==> src/rtl/frame_pulse_gen.sv <==
// Frame pulse generator.
// Counts CLK cycles within a programmable frame. SYNC_OUT is high for the
// first W cycles of every frame. TR_OUT is high for one cycle at offset T.
// New timing is loaded through a strobe into pending registers, and it only
// becomes active at a frame boundary.
//
// Config handshake: CFG_LOAD is a single-cycle strobe that is always accepted.
// No ready is needed. CFG_ACK is high for exactly the cycle after each strobe
// that was sampled with CLR low.
module frame_pulse_gen #(
  parameter int DEF_PERIOD = 26250,
  parameter int DEF_WIDTH  = 1,
  parameter int DEF_TRIG   = 20853
) (
  input  logic        CLK,
  input  logic        CLR,
  input  logic        EN,
  input  logic        CFG_LOAD,
  input  logic [15:0] CFG_PERIOD,
  input  logic [15:0] CFG_WIDTH,
  input  logic [15:0] CFG_TRIG,
  output logic        CFG_ACK,
  output logic        SYNC_OUT,
  output logic        TR_OUT,
  output logic [15:0] CNT,
  output logic [7:0]  FRAME_CNT,
  output logic        STATE_DBG
);

  // Reset configuration, clamped with the same rules as a runtime load.
  localparam logic [15:0] DEF_P = (DEF_PERIOD < 2) ? 16'd2 : 16'(DEF_PERIOD);
  localparam logic [15:0] DEF_W = (16'(DEF_WIDTH) >= DEF_P) ? DEF_P - 16'd1
                                                            : 16'(DEF_WIDTH);
  localparam logic [15:0] DEF_T = 16'(DEF_TRIG);

  typedef enum logic {IDLE = 1'b0, RUN = 1'b1} state_t;

  state_t      state_q, state_d;
  logic [15:0] cnt_q, cnt_d;
  logic [7:0]  fcnt_q, fcnt_d;
  logic        sync_q, sync_d;
  logic        tr_q, tr_d;
  logic        ack_q, ack_d;
  logic [15:0] per_q, per_d;
  logic [15:0] wid_q, wid_d;
  logic [15:0] trg_q, trg_d;
  logic [15:0] pper_q, pper_d;
  logic [15:0] pwid_q, pwid_d;
  logic [15:0] ptrg_q, ptrg_d;
  logic        pend_q, pend_d;
  logic        frame_start;
  logic [15:0] app_per;
  logic [15:0] app_wid;

  // The state register.
  always_ff @(posedge CLK) begin
    if (CLR) state_q <= IDLE;
    else     state_q <= state_d;
  end

  // Next state, frame position, and config application at frame starts.
  always_comb begin
    state_d     = EN ? RUN : IDLE;
    frame_start = 1'b0;
    cnt_d       = 16'd0;
    fcnt_d      = fcnt_q;
    per_d       = per_q;
    wid_d       = wid_q;
    trg_d       = trg_q;
    pper_d      = pper_q;
    pwid_d      = pwid_q;
    ptrg_d      = ptrg_q;
    pend_d      = pend_q;
    ack_d       = CFG_LOAD;
    app_per     = (pper_q < 16'd2) ? 16'd2 : pper_q;
    app_wid     = (pwid_q >= app_per) ? app_per - 16'd1 : pwid_q;

    if (EN) begin
      frame_start = (state_q == IDLE) || (cnt_q == per_q - 16'd1);
      if (frame_start) begin
        cnt_d  = 16'd0;
        fcnt_d = fcnt_q + 8'd1;
        if (pend_q) begin
          per_d  = app_per;
          wid_d  = app_wid;
          trg_d  = ptrg_q;
          pend_d = 1'b0;
        end
      end else begin
        cnt_d = cnt_q + 16'd1;
      end
    end

    // A load on a frame-start edge lands after the old pending set is applied.
    if (CFG_LOAD) begin
      pper_d = CFG_PERIOD;
      pwid_d = CFG_WIDTH;
      ptrg_d = CFG_TRIG;
      pend_d = 1'b1;
    end

    sync_d = (state_d == RUN) && (cnt_d < wid_d);
    tr_d   = (state_d == RUN) && (cnt_d == trg_d) && (trg_d < per_d);
  end

  // Registers for the datapath, the outputs and the config.
  always_ff @(posedge CLK) begin
    if (CLR) begin
      cnt_q  <= 16'd0;
      fcnt_q <= 8'd0;
      sync_q <= 1'b0;
      tr_q   <= 1'b0;
      ack_q  <= 1'b0;
      per_q  <= DEF_P;
      wid_q  <= DEF_W;
      trg_q  <= DEF_T;
      pper_q <= 16'd0;
      pwid_q <= 16'd0;
      ptrg_q <= 16'd0;
      pend_q <= 1'b0;
    end else begin
      cnt_q  <= cnt_d;
      fcnt_q <= fcnt_d;
      sync_q <= sync_d;
      tr_q   <= tr_d;
      ack_q  <= ack_d;
      per_q  <= per_d;
      wid_q  <= wid_d;
      trg_q  <= trg_d;
      pper_q <= pper_d;
      pwid_q <= pwid_d;
      ptrg_q <= ptrg_d;
      pend_q <= pend_d;
    end
  end

  assign CFG_ACK   = ack_q;
  assign SYNC_OUT  = sync_q;
  assign TR_OUT    = tr_q;
  assign CNT       = cnt_q;
  assign FRAME_CNT = fcnt_q;
  assign STATE_DBG = state_q;

endmodule

==> config.mk <==
export PLATFORM = sky130hd
export DESIGN_NAME = frame_pulse_gen
export DESIGN_NICKNAME = d
export VERILOG_FILES = /design/src/rtl/frame_pulse_gen.sv
export SDC_FILE = /design/constraint.sdc
export NUM_CORES = 1
export LEC_CHECK = 0
export CORE_MARGIN = 5
export CORE_UTILIZATION = 51
export DETAILED_ROUTE_END_ITERATION = 8
export GPL_TIMING_DRIVEN = 0
export MAX_ROUTING_LAYER = met4
export PLACE_DENSITY = 0.73
export REMOVE_ABC_BUFFERS = 1
export SYNTH_ARGS = -nofsm -noshare
export SYNTH_HDL_FRONTEND = slang
export SYNTH_SLANG_ARGS = --single-unit
==> constraint.sdc <==
create_clock -name CLK -period 5.17 [get_ports CLK]
set_input_delay 1.2925 -clock CLK [delete_from_list [all_inputs] [get_ports CLK]]
set_output_delay 1.2925 -clock CLK [all_outputs]
set_load 0.1 [all_outputs]
==> run_results.csv <==
group,metric,value,unit
sta,final_max_slew_viol_count,0,
final_layout,drive_gt1_share,8.82,%
detailed_routing,avgViaCountPerCell,5.58,
setup_path,critPathMaxFanout,7,
pwr,power.leakage,3.60,nW
setup_path,critPathTopFamily,"simple AND/OR/NAND/NOR gates",
setup_path,crit_chain,"or3_1 -> or3_4 -> a2111oi_2 -> a311oi_1 -> a211o_2 -> o21ai_4 -> buf_12 -> nand2_8 -> nand2_1 -> nand2_1 -> ha_1 -> a21o_1 -> a21oi_2 -> nor2b_1 -> o21ai_0 -> nand2b_1 -> a21oi_1 -> o221ai_1 -> or4_1 -> nor4_2",
setup_path,cpPeakStageDelay,560,ps
placement,place.gp.congestion,0.924,
global_route,grt_usage,23.9,%
synthesis,yosysSeqAreaShare,35.4,%
setup_path,arrival,5320,ps
final_layout,area_growth,24.6,%
final_layout,antenna_cells,0,
setup_path,startpoint,"per_q[3]",
synthesis,synth_edf_count,0,
clock_network,numClockSinks,125,
detailed_routing,wl_per_cell,16.7,um
floorplanning,die_y,128,um
synthesis,syn_inst,855,
clock_network,clk_pin_slew,60,ps
synthesis,synth_area_leader_cell,"dfxtp_1",
floorplanning,initial_core_util,51.6,%
sta,setup_tns,0,ps
floorplanning,die_w,128,um
final_layout,design_area,8820,um2
global_route,grt_pass1_wl,30300,um
hold_path,hp-class,"reg2reg",
setup_path,r2r_setup_slack,160,ps
floorplanning,fp.dieArea,16300,um2
placement,port_buffers,79,
synthesis,yosys-top-cells-area,"dfxtp_1, ha_1, nor2_1",
clock_network,cts_tree,"built",
clock_network,cts-root-buf,"clkbuf_16",
sta,skew,6.67,ps
sta,fin_crit,5010,ps
synthesis,syn_avg_cell_area,8.27,um2
sta,hold_viol,0,
floorplanning,row_count,43,
detailed_routing,dr.pass1.iters,4,
placement,place_area,7970,um2
clock_network,clk_latency,420,ps
floorplanning,io_pins,80,
global_route,grt_pass1_vias,5995,
outcome,status,"finished clean",
synthesis,synth_flop_cell,"dfxtp_1",
detailed_routing,ant_nets,0,
setup_path,worst_setup_path_end_kind,"flip-flop",
setup_path,critical_path.startpoint_type,"flip-flop",
global_route,grt_overflow,0,
clock_network,ctsLongestPathBuffers,2,
setup_path,r2r-end,"TR_OUT",
hold_path,whs_path_depth,2,
synthesis,async_flop_share,0,%
setup_path,r2r-start,"per_q[3]",
setup_path,worstPathBufferInverterCount,1,
clock_network,h-tree-depth,4,
sta,fin_ws,162,ps
hold_path,hold_start,"wid_q[4]",
pwr,irDropWorstVdd,0.216,mV
sta,clock.fmax,200,MHz
hold_path,hold-path-endpoint,"wid_q[4]",
pwr,power_density,299,nW/um2
setup_path,worst_r2r_path_depth,20,
clock_network,cts-buffers-inserted,17,
sta,setup_viol,0,
placement,hpwlAfterDp,13000,um
detailed_routing,drc,0,
final_layout,final_nets,1030,
detailed_routing,drt-initial-drc-count,506,
setup_path,cp.required,5480,ps
sta,worstMarginPinSlew,1020,ps
synthesis,synth_cell_type_count,63,
detailed_routing,wl,18800,um
placement,dp_slack,-1960,ps
global_route,antenna_found_initial,0,
setup_path,critPathKind,"reg2reg",
sta,relSlewSlack,31.8,%
floorplanning,coreArea,13700,um2
pwr,total_power,2.63,mW
setup_path,crit_path_frequent_cell,"nand2_1",
synthesis,ys.warnings.count,0,
run,cap_violations,0,
sta,period_share,96.9,%
synthesis,synth_top_area_share,35.4,%
detailed_routing,vias,6254,
synthesis,ys_ff_latch,125,
synthesis,synth_area,7070,um2
setup_path,cp_slowest_cell,"or4_1",
global_route,grt_max_degree,85,
-- registers in the layout, summed over array words and instances, names as in the netlist --
name,cells
pwid_q,16
CNT,16
per_q,16
SYNC_OUT,1
wid_q,16
FRAME_CNT,8
ptrg_q,16
trg_q,16
pper_q,16
STATE_DBG,1
CFG_ACK,1
pend_q,1
TR_OUT,1
-- routing by layer --
| metal | global-route usage (%) | routed length [um] | up-vias |
|---|---|---|---|
| met2 | 35.2 | 8480 | 156 |
| met5 | - | 0 | - |
| li1 | - | - | 3140 |
| met1 | 31.7 | 8730 | 2921 |
| met3 | 5.33 | 1010 | 37 |
| met4 | 9.86 | 533 | 0 |
-- cells in the final DEF (no fill, tap or decap), types with 3 or more instances in the layout --
cell type        synthesis  layout
mux2i_1                 57      54
nand3_1                 28      28
or3_1                   14      14
and3_1                   8       8
nor2_1                 162     160
clkdlybuf4s50_1          0      77
nor2b_1                  6       6
xor2_1                  27      27
nand2_1                 29      29
o21a_1                   3       3
nand2_4                  0       3
and2_1                   7       6
nor4_1                   6       5
or4_1                    3       3
ha_1                    50      49
a31oi_1                  3       3
clkbuf_8                 0       4
o211ai_1                 9       9
a21oi_1                 62      59
clkbuf_1                34       4
clkbuf_16                0      17
a21o_1                  15      15
nand2b_1                15      14
nand4_1                 14      14
a21oi_2                  0       3
or2_2                    6       6
buf_4                    0      15
o21ai_0                 15      15
dfxtp_1                125     123
nor3_1                  31      31
a21boi_0                 4       4
inv_1                   31      31
clkinv_2                 0       5
xnor2_1                 31      31
a211oi_1                 5       5
-- tightest hold or removal path, delay by kind of cell (launching register included) --
kind	cells	cell delay (ps)
AO/OA/AOI/OAI	1	70
flip-flops	1	310
AND/OR/NAND/NOR	1	70
-- final cells by class --
| cell class | count | area, um2 |
|---|---|---|
| Clock buffer | 25 | 495 |
| Clock inverter | 7 | 85.1 |
| Fill cell | 1202 | 4900 |
| Inverter | 31 | 116 |
| Multi-Input combinational cell | 656 | 4420 |
| Sequential cell | 125 | 2500 |
| Tap cell | 180 | 225 |
| Timing Repair Buffer | 97 | 968 |
-- through the flow --
step / std cells / utilization [%] / hold WS [ps]
after floorplan: 809 / - / 450
after global placement: 1068 / 57.6 / 465
after detailed placement: 1073 / 58.1 / 474
after CTS: 1112 / 63.1 / 484
after global routing: 1121 / 64.3 / 513
final: 1121 / 64.3 / 481
-- cell usage after synthesis, types with 3 or more instances --
cell type	n
nand3_1	28
nor2b_1	6
or4_1	3
nand4_1	14
o21a_1	3
o211ai_1	9
nor2_1	162
dfxtp_1	125
a31oi_1	3
ha_1	50
o21ai_0	15
or2_2	6
nand2_1	29
nor3b_1	3
buf_1	9
xor2_1	27
a21oi_1	62
nor3_1	31
or3_1	14
nor4_1	6
clkbuf_1	34
xnor2_1	31
o31ai_1	3
inv_1	31
nor4b_1	3
nand2b_1	15
a211oi_1	5
a21boi_0	4
a21o_1	15
and3_1	8
and2_1	7
mux2i_1	57
-- power breakdown --
group | switching [mW] | internal, mW | total (mW)
clock | 0.416 | 0.756 | 1.17
combinational | 0.232 | 0.186 | 0.418
sequential | 0.0383 | 1.00 | 1.04
-- cell families (layout without fill, tap and decap cells) --
group                      after synthesis  count (layout)  share of synthesized area [%]
adders and majority gates               50              50                           8.84
muxes                                   58              58                           8.23
buffers and inverters                   77             160                           4.23
AOI/OAI and AO/OA                      141             141                           12.7
and+or+nand+nor                        346             349                           23.5
DFF                                    125             125                           35.4
xor gates and xnor gates                58              58                           7.18
-- worst max path at each step --
stage	to	slack, ps	cells after the start
6_report	TR_OUT	160	20
2_1_floorplan	TR_OUT	-460	18
5_1_grt	TR_OUT	-40	20
4_1_cts	TR_OUT	20	19
3_3_place_gp	TR_OUT	-1910	21
3_5_place_dp	TR_OUT	-1960	21
-- repair_timing --
item / 4_1_cts / 5_1_grt
hold buffers: 0 / 0
buffers inserted: 5 / 8
pin swaps: 3 / 5
cloned: 2 / 1
endpoints found under the setup margin: 3 / 2
resized for setup: 10 / 17
Power figures use the tool's default switching activity.
